<file path="config.mk">
export PLATFORM = sky130hd
export DESIGN_NAME = burst_pulse_gen
export DESIGN_NICKNAME = d
export VERILOG_FILES = /design/src/rtl/burst_pulse_gen.sv
export SDC_FILE = /design/constraint.sdc
export NUM_CORES = 1
export LEC_CHECK = 0
export BUFFER_PORTS_ARGS = -buffer_cell sky130_fd_sc_hd__buf_4
export CAP_MARGIN = 20
export CORE_UTILIZATION = 50
export CTS_CLUSTER_SIZE = 28
export DETAILED_ROUTE_END_ITERATION = 8
export GPL_ROUTABILITY_DRIVEN = 0
export GPL_TIMING_DRIVEN = 0
export PLACE_DENSITY = 0.74
export SLEW_MARGIN = 20
export SYNTH_ARGS = -nofsm -noshare
export SYNTH_HDL_FRONTEND = slang
export SYNTH_SLANG_ARGS = --single-unit
</file>
<file path="constraint.sdc">
create_clock -name clk -period 4.67 [get_ports clk]
set_input_delay 1.401 -clock clk [delete_from_list [all_inputs] [get_ports clk]]
set_output_delay 1.401 -clock clk [all_outputs]
set_load 0.05 [all_outputs]
</file>
<file path="src/rtl/burst_pulse_gen.sv">
// Burst pulse generator: emits a train of high/low pulses with programmable
// phase lengths and pulse count, or a continuous train until aborted.
// All outputs come straight from flops so downstream logic sees clean edges.
module burst_pulse_gen #(
  parameter int CTR_WIDTH = 8,
  parameter int CNT_WIDTH = 8
) (
  input  logic                 clk,
  input  logic                 n_reset,
  input  logic                 en,
  input  logic                 abort,
  input  logic [CTR_WIDTH-1:0] high_clks,
  input  logic [CTR_WIDTH-1:0] low_clks,
  input  logic [CNT_WIDTH-1:0] num_pulses,
  input  logic                 continuous,
  output logic                 out,
  output logic                 busy,
  output logic                 done
);

  typedef enum logic [1:0] {IDLE, HIGH, LOW} state_t;

  state_t               state, state_nx;
  logic [CTR_WIDTH-1:0] phase_cnt, phase_nx;
  logic [CNT_WIDTH-1:0] pulse_cnt, pulse_nx;
  logic [CTR_WIDTH-1:0] sh_high, sh_low;
  logic [CNT_WIDTH-1:0] sh_num;
  logic                 sh_cont;
  logic                 load;
  logic                 done_nx;
  logic [CTR_WIDTH-1:0] high_last, low_last;
  logic [CNT_WIDTH:0]   pulse_ext;
  logic                 more;

  // Last phase-counter value of a phase; a programmed length of 0 acts as 1.
  function automatic logic [CTR_WIDTH-1:0] last_count(input logic [CTR_WIDTH-1:0] len);
    return (len == '0) ? '0 : len - CTR_WIDTH'(1);
  endfunction

  // Pulse counter increment that sticks at all-ones instead of wrapping.
  function automatic logic [CNT_WIDTH-1:0] sat_inc(input logic [CNT_WIDTH-1:0] c);
    return (&c) ? c : c + CNT_WIDTH'(1);
  endfunction

  // Next-state, counter and strobe decisions; abort overrides everything.
  always_comb begin
    state_nx  = state;
    phase_nx  = phase_cnt;
    pulse_nx  = pulse_cnt;
    done_nx   = 1'b0;
    load      = 1'b0;
    high_last = last_count(sh_high);
    low_last  = last_count(sh_low);
    // Widened by one bit so pulse_cnt+1 cannot wrap before the compare.
    pulse_ext = {1'b0, pulse_cnt} + (CNT_WIDTH+1)'(1);
    more      = sh_cont || (pulse_ext < {1'b0, sh_num});

    if (abort) begin
      state_nx = IDLE;
      phase_nx = '0;
      pulse_nx = '0;
    end else begin
      case (state)
        IDLE: begin
          if (en) begin
            load     = 1'b1;
            phase_nx = '0;
            pulse_nx = '0;
            // A zero-length finite burst completes immediately without pulsing.
            if (!continuous && num_pulses == '0) done_nx = 1'b1;
            else                                 state_nx = HIGH;
          end
        end
        HIGH: begin
          if (phase_cnt >= high_last) begin
            state_nx = LOW;
            phase_nx = '0;
          end else begin
            phase_nx = phase_cnt + CTR_WIDTH'(1);
          end
        end
        LOW: begin
          if (phase_cnt >= low_last) begin
            phase_nx = '0;
            pulse_nx = sat_inc(pulse_cnt);
            if (more) begin
              state_nx = HIGH;
            end else begin
              state_nx = IDLE;
              done_nx  = 1'b1;
            end
          end else begin
            phase_nx = phase_cnt + CTR_WIDTH'(1);
          end
        end
        default: begin
          state_nx = IDLE;
          phase_nx = '0;
          pulse_nx = '0;
        end
      endcase
    end
  end

  // State, counters, shadow copies and registered outputs.
  always_ff @(posedge clk or negedge n_reset) begin
    if (!n_reset) begin
      state     <= IDLE;
      phase_cnt <= '0;
      pulse_cnt <= '0;
      sh_high   <= '0;
      sh_low    <= '0;
      sh_num    <= '0;
      sh_cont   <= 1'b0;
      out       <= 1'b0;
      busy      <= 1'b0;
      done      <= 1'b0;
    end else begin
      state     <= state_nx;
      phase_cnt <= phase_nx;
      pulse_cnt <= pulse_nx;
      if (load) begin
        sh_high <= high_clks;
        sh_low  <= low_clks;
        sh_num  <= num_pulses;
        sh_cont <= continuous;
      end
      out  <= (state_nx == HIGH);
      busy <= (state_nx != IDLE);
      done <= done_nx;
    end
  end

endmodule

</file>
==> impl_metrics.env <==
export IMPL_ys_warn_count=0
export IMPL_vias=2286
export IMPL_hpwl_mm=4.52
export IMPL_grt_util_met1=0.278
export IMPL_grt_max_degree=47
export IMPL_cp_start_kind="register"
export IMPL_synth_top_area_cell="dfrtp_1"
export IMPL_fin_skew_ns=0.00654
export IMPL_rsz0062_at_grt="false"
export IMPL_crit_type="reg2reg"
export IMPL_path_delay_family="simple AND/OR/NAND/NOR gates"
export IMPL_leakage_nw=1.64
export IMPL_crit_buf_inv=2
export IMPL_cap_violations=0
export IMPL_p_int_mw=0.705
export IMPL_synth_compound_area_frac=0.137
export IMPL_yosys_area_share_simple=0.173
export IMPL_htreeDepth=2
export IMPL_maxSlewHeadroom=0.562
export IMPL_synth_top_family_by_area="simple AND/OR/NAND/NOR gates"
export IMPL_clk_path_buf_depth=2
export IMPL_synth_edf_count=0
export IMPL_wl_per_cell_um=14.1
export IMPL_grt_busiest_layer="met2"
export IMPL_dpl_instance_area_um2=3340
export IMPL_power_density_nw_per_um2=297
export IMPL_clock_latency_ns=0.29
export IMPL_max_stage_delay_ns=0.58
export IMPL_synth_seq_cells=46
export IMPL_die_h_um=79.6
export IMPL_ys_flop_type="dfrtp_1"
export IMPL_grt_pass1_vias=2314
export IMPL_combPwrFrac=0.284
export IMPL_die_area_um2=6340
export IMPL_synth_adder_area_share=0.129
export IMPL_seq_area_frac_synth=0.382
export IMPL_cp_end_kind="register"
export IMPL_ios=32
export IMPL_ant_nets=0
export IMPL_setup_tns_ns=0
export IMPL_syn_area_um2=3010
export IMPL_crit_arrival_ns=3.84
export IMPL_synth_common_cells="dfrtp_1 (46), ha_1 (31), nand2_1 (29)"
export IMPL_synthTopCellsByArea="dfrtp_1 (38%), ha_1 (13%), mux2_2 (10%), nand2_1 (3.6%), inv_1 (2.2%)"
export IMPL_synth_most_common_cell="dfrtp_1"
export IMPL_grt_pass1_wl_mm=10.4
export IMPL_setup_viol=0
export IMPL_die_width_um=79.6
export IMPL_syn_num_nets=365
export IMPL_syn_to_final_growth_pct=13.4
export IMPL_diodes=0
export IMPL_numCtsBuffers=5
export IMPL_ctsHoldBuffers=0
export IMPL_async_reset_ff_frac=1.00
export IMPL_maxSlewViolCount=0
export IMPL_slowest_stage="o31ai_1"
export IMPL_yosysTopAreaCellShare=0.382
export IMPL_synthCells=305
export IMPL_routed_wl_mm=5.85
export IMPL_crit_chain="inv_1 > ha_1 > nand2_1 > or3_1 > or3_1 > and2_1 > ha_1 > nand2b_1 > a21oi_4 > o31ai_1 > and4b_1 > buf_2 > a21oi_1 > mux2i_1"
export IMPL_initial_core_util=0.534
export IMPL_ir_drop_mv=0.190
export IMPL_path_max_fanout=10
export IMPL_synth_xor_area_frac=0.0349
export IMPL_drive_gt1_frac=0.222
export IMPL_grt_use_total=0.211
export IMPL_grt_ovfl_total=0
export IMPL_postSynthAreaPerCell_um2=9.88
export IMPL_vias_per_cell=5.52
export IMPL_status="complete, no violations"
export IMPL_dr_pass1_iters=4
export IMPL_worst_pin_slew_ns=0.651
export IMPL_hp_class="reg2reg"
export IMPL_fin_crit_ns=3.63
export IMPL_rows=27
export IMPL_portBuffers=31
export IMPL_synth_mux_area_frac=0.115
export IMPL_switching_share=0.307
export IMPL_p_clk_frac=0.235
export IMPL_clk_pin_slew_ns=0.08
export IMPL_cts_sinks=46
export IMPL_cts_root_buf="clkbuf_8"
export IMPL_required_ns=4.88
export IMPL_cts_setup_buffers=0
export IMPL_grtUsageMet2=0.346
export IMPL_drcViolationCount=0
export IMPL_fin_crit_sh=0.777
export IMPL_final_nets=403
export IMPL_drt_initial_drc_count=91
export IMPL_power_switching_mw=0.312
export IMPL_antenna_found_initial=0
export IMPL_stdcell_area_um2=3420
export IMPL_cts_resized=0
export IMPL_coreArea_um2=5640
export IMPL_tritoncts="built"
export IMPL_seqPwrFrac=0.481
export IMPL_synth_cell_types=47
export IMPL_fmax_mhz=276
export IMPL_hold_violations=0
export IMPL_use_met3=0.0377
[registers in the layout, indices dropped and copies added (netlist names)]
name       cells
busy           1
state          2
out            1
sh_cont        1
phase_cnt      8
sh_low         8
sh_num         8
done           1
pulse_cnt      8
sh_high        8
[cell families after synthesis]
logic type,Yosys count
buffers and inverters,24
flip-flops,46
multiplexers,31
AO/OA/AOI/OAI,58
adder cells (fa/ha/maj),31
XOR/XNOR,12
AND/OR/NAND/NOR,103
[power groups by stage]
stage	Sequential [mW]	Combinational, mW	Clock (mW)
floorplan	0.492	0.208	0
global placement	0.494	0.278	0
detailed placement	0.497	0.290	0
CTS	0.489	0.293	0.253
global route	0.497	0.331	0.267
finish	0.489	0.289	0.239
[stage by stage]
| step | setup WS [ns] | hold slack [ns] | total power [mW] | std cells | util |
|---|---|---|---|---|---|
| 2_1_floorplan | 1.45 | 0.471 | 0.700 | 305 | - |
| 3_3_place_gp | 1.15 | 0.489 | 0.771 | 408 | 0.591 |
| 3_5_place_dp | 1.06 | 0.487 | 0.786 | 408 | 0.591 |
| 4_1_cts | 1.06 | 0.507 | 1.03 | 414 | 0.606 |
| 5_1_grt | 0.746 | 0.518 | 1.09 | 414 | 0.606 |
| 6_report | 1.04 | 0.504 | 1.02 | 414 | 0.606 |
[per-layer routing]
metal	up-vias	wire length, um
met5	-	0
met4	0	65
met3	6	155
met2	35	2800
met1	1076	2840
li1	1169	-
[area by class of cell]
type / instances / area (um2)
fill: 493 / 2220
inverter: 18 / 67.6
multi-input combinational: 235 / 1770
clock buffer: 6 / 82.6
timing repair buffer: 31 / 233
buffer: 6 / 25.0
tap: 72 / 90.1
sequential: 46 / 1150
[path summary, 6_finish.rpt]
kind	startpoint	end	slack (ns)	depth (start not counted)
setup reg to reg	sh_low[0]	pulse_cnt[2]	1.04	14
min in group asynchronous	n_reset	state[0]	1.11	1
max in group asynchronous	n_reset	phase_cnt[0]	3.15	1
setup / recovery	sh_low[0]	pulse_cnt[2]	1.04	14
hold / removal	sh_num[0]	sh_num[0]	0.50	1
hold reg to reg	sh_num[0]	sh_num[0]	0.50	1
[placed cells by master, fill, tap and decap left out, drive strengths merged, types with 8 or more instances in the layout]
master  netlist  routed
dfrtp        46      46
a21oi        15      15
buf           5      36
ha           31      31
nor2         18      18
nand2        29      29
nand2b        8       8
inv          18      18
nand3        12      12
mux2         28      28
o21ai        11      11
No activity file was read; power rests on OpenSTA's default activity.
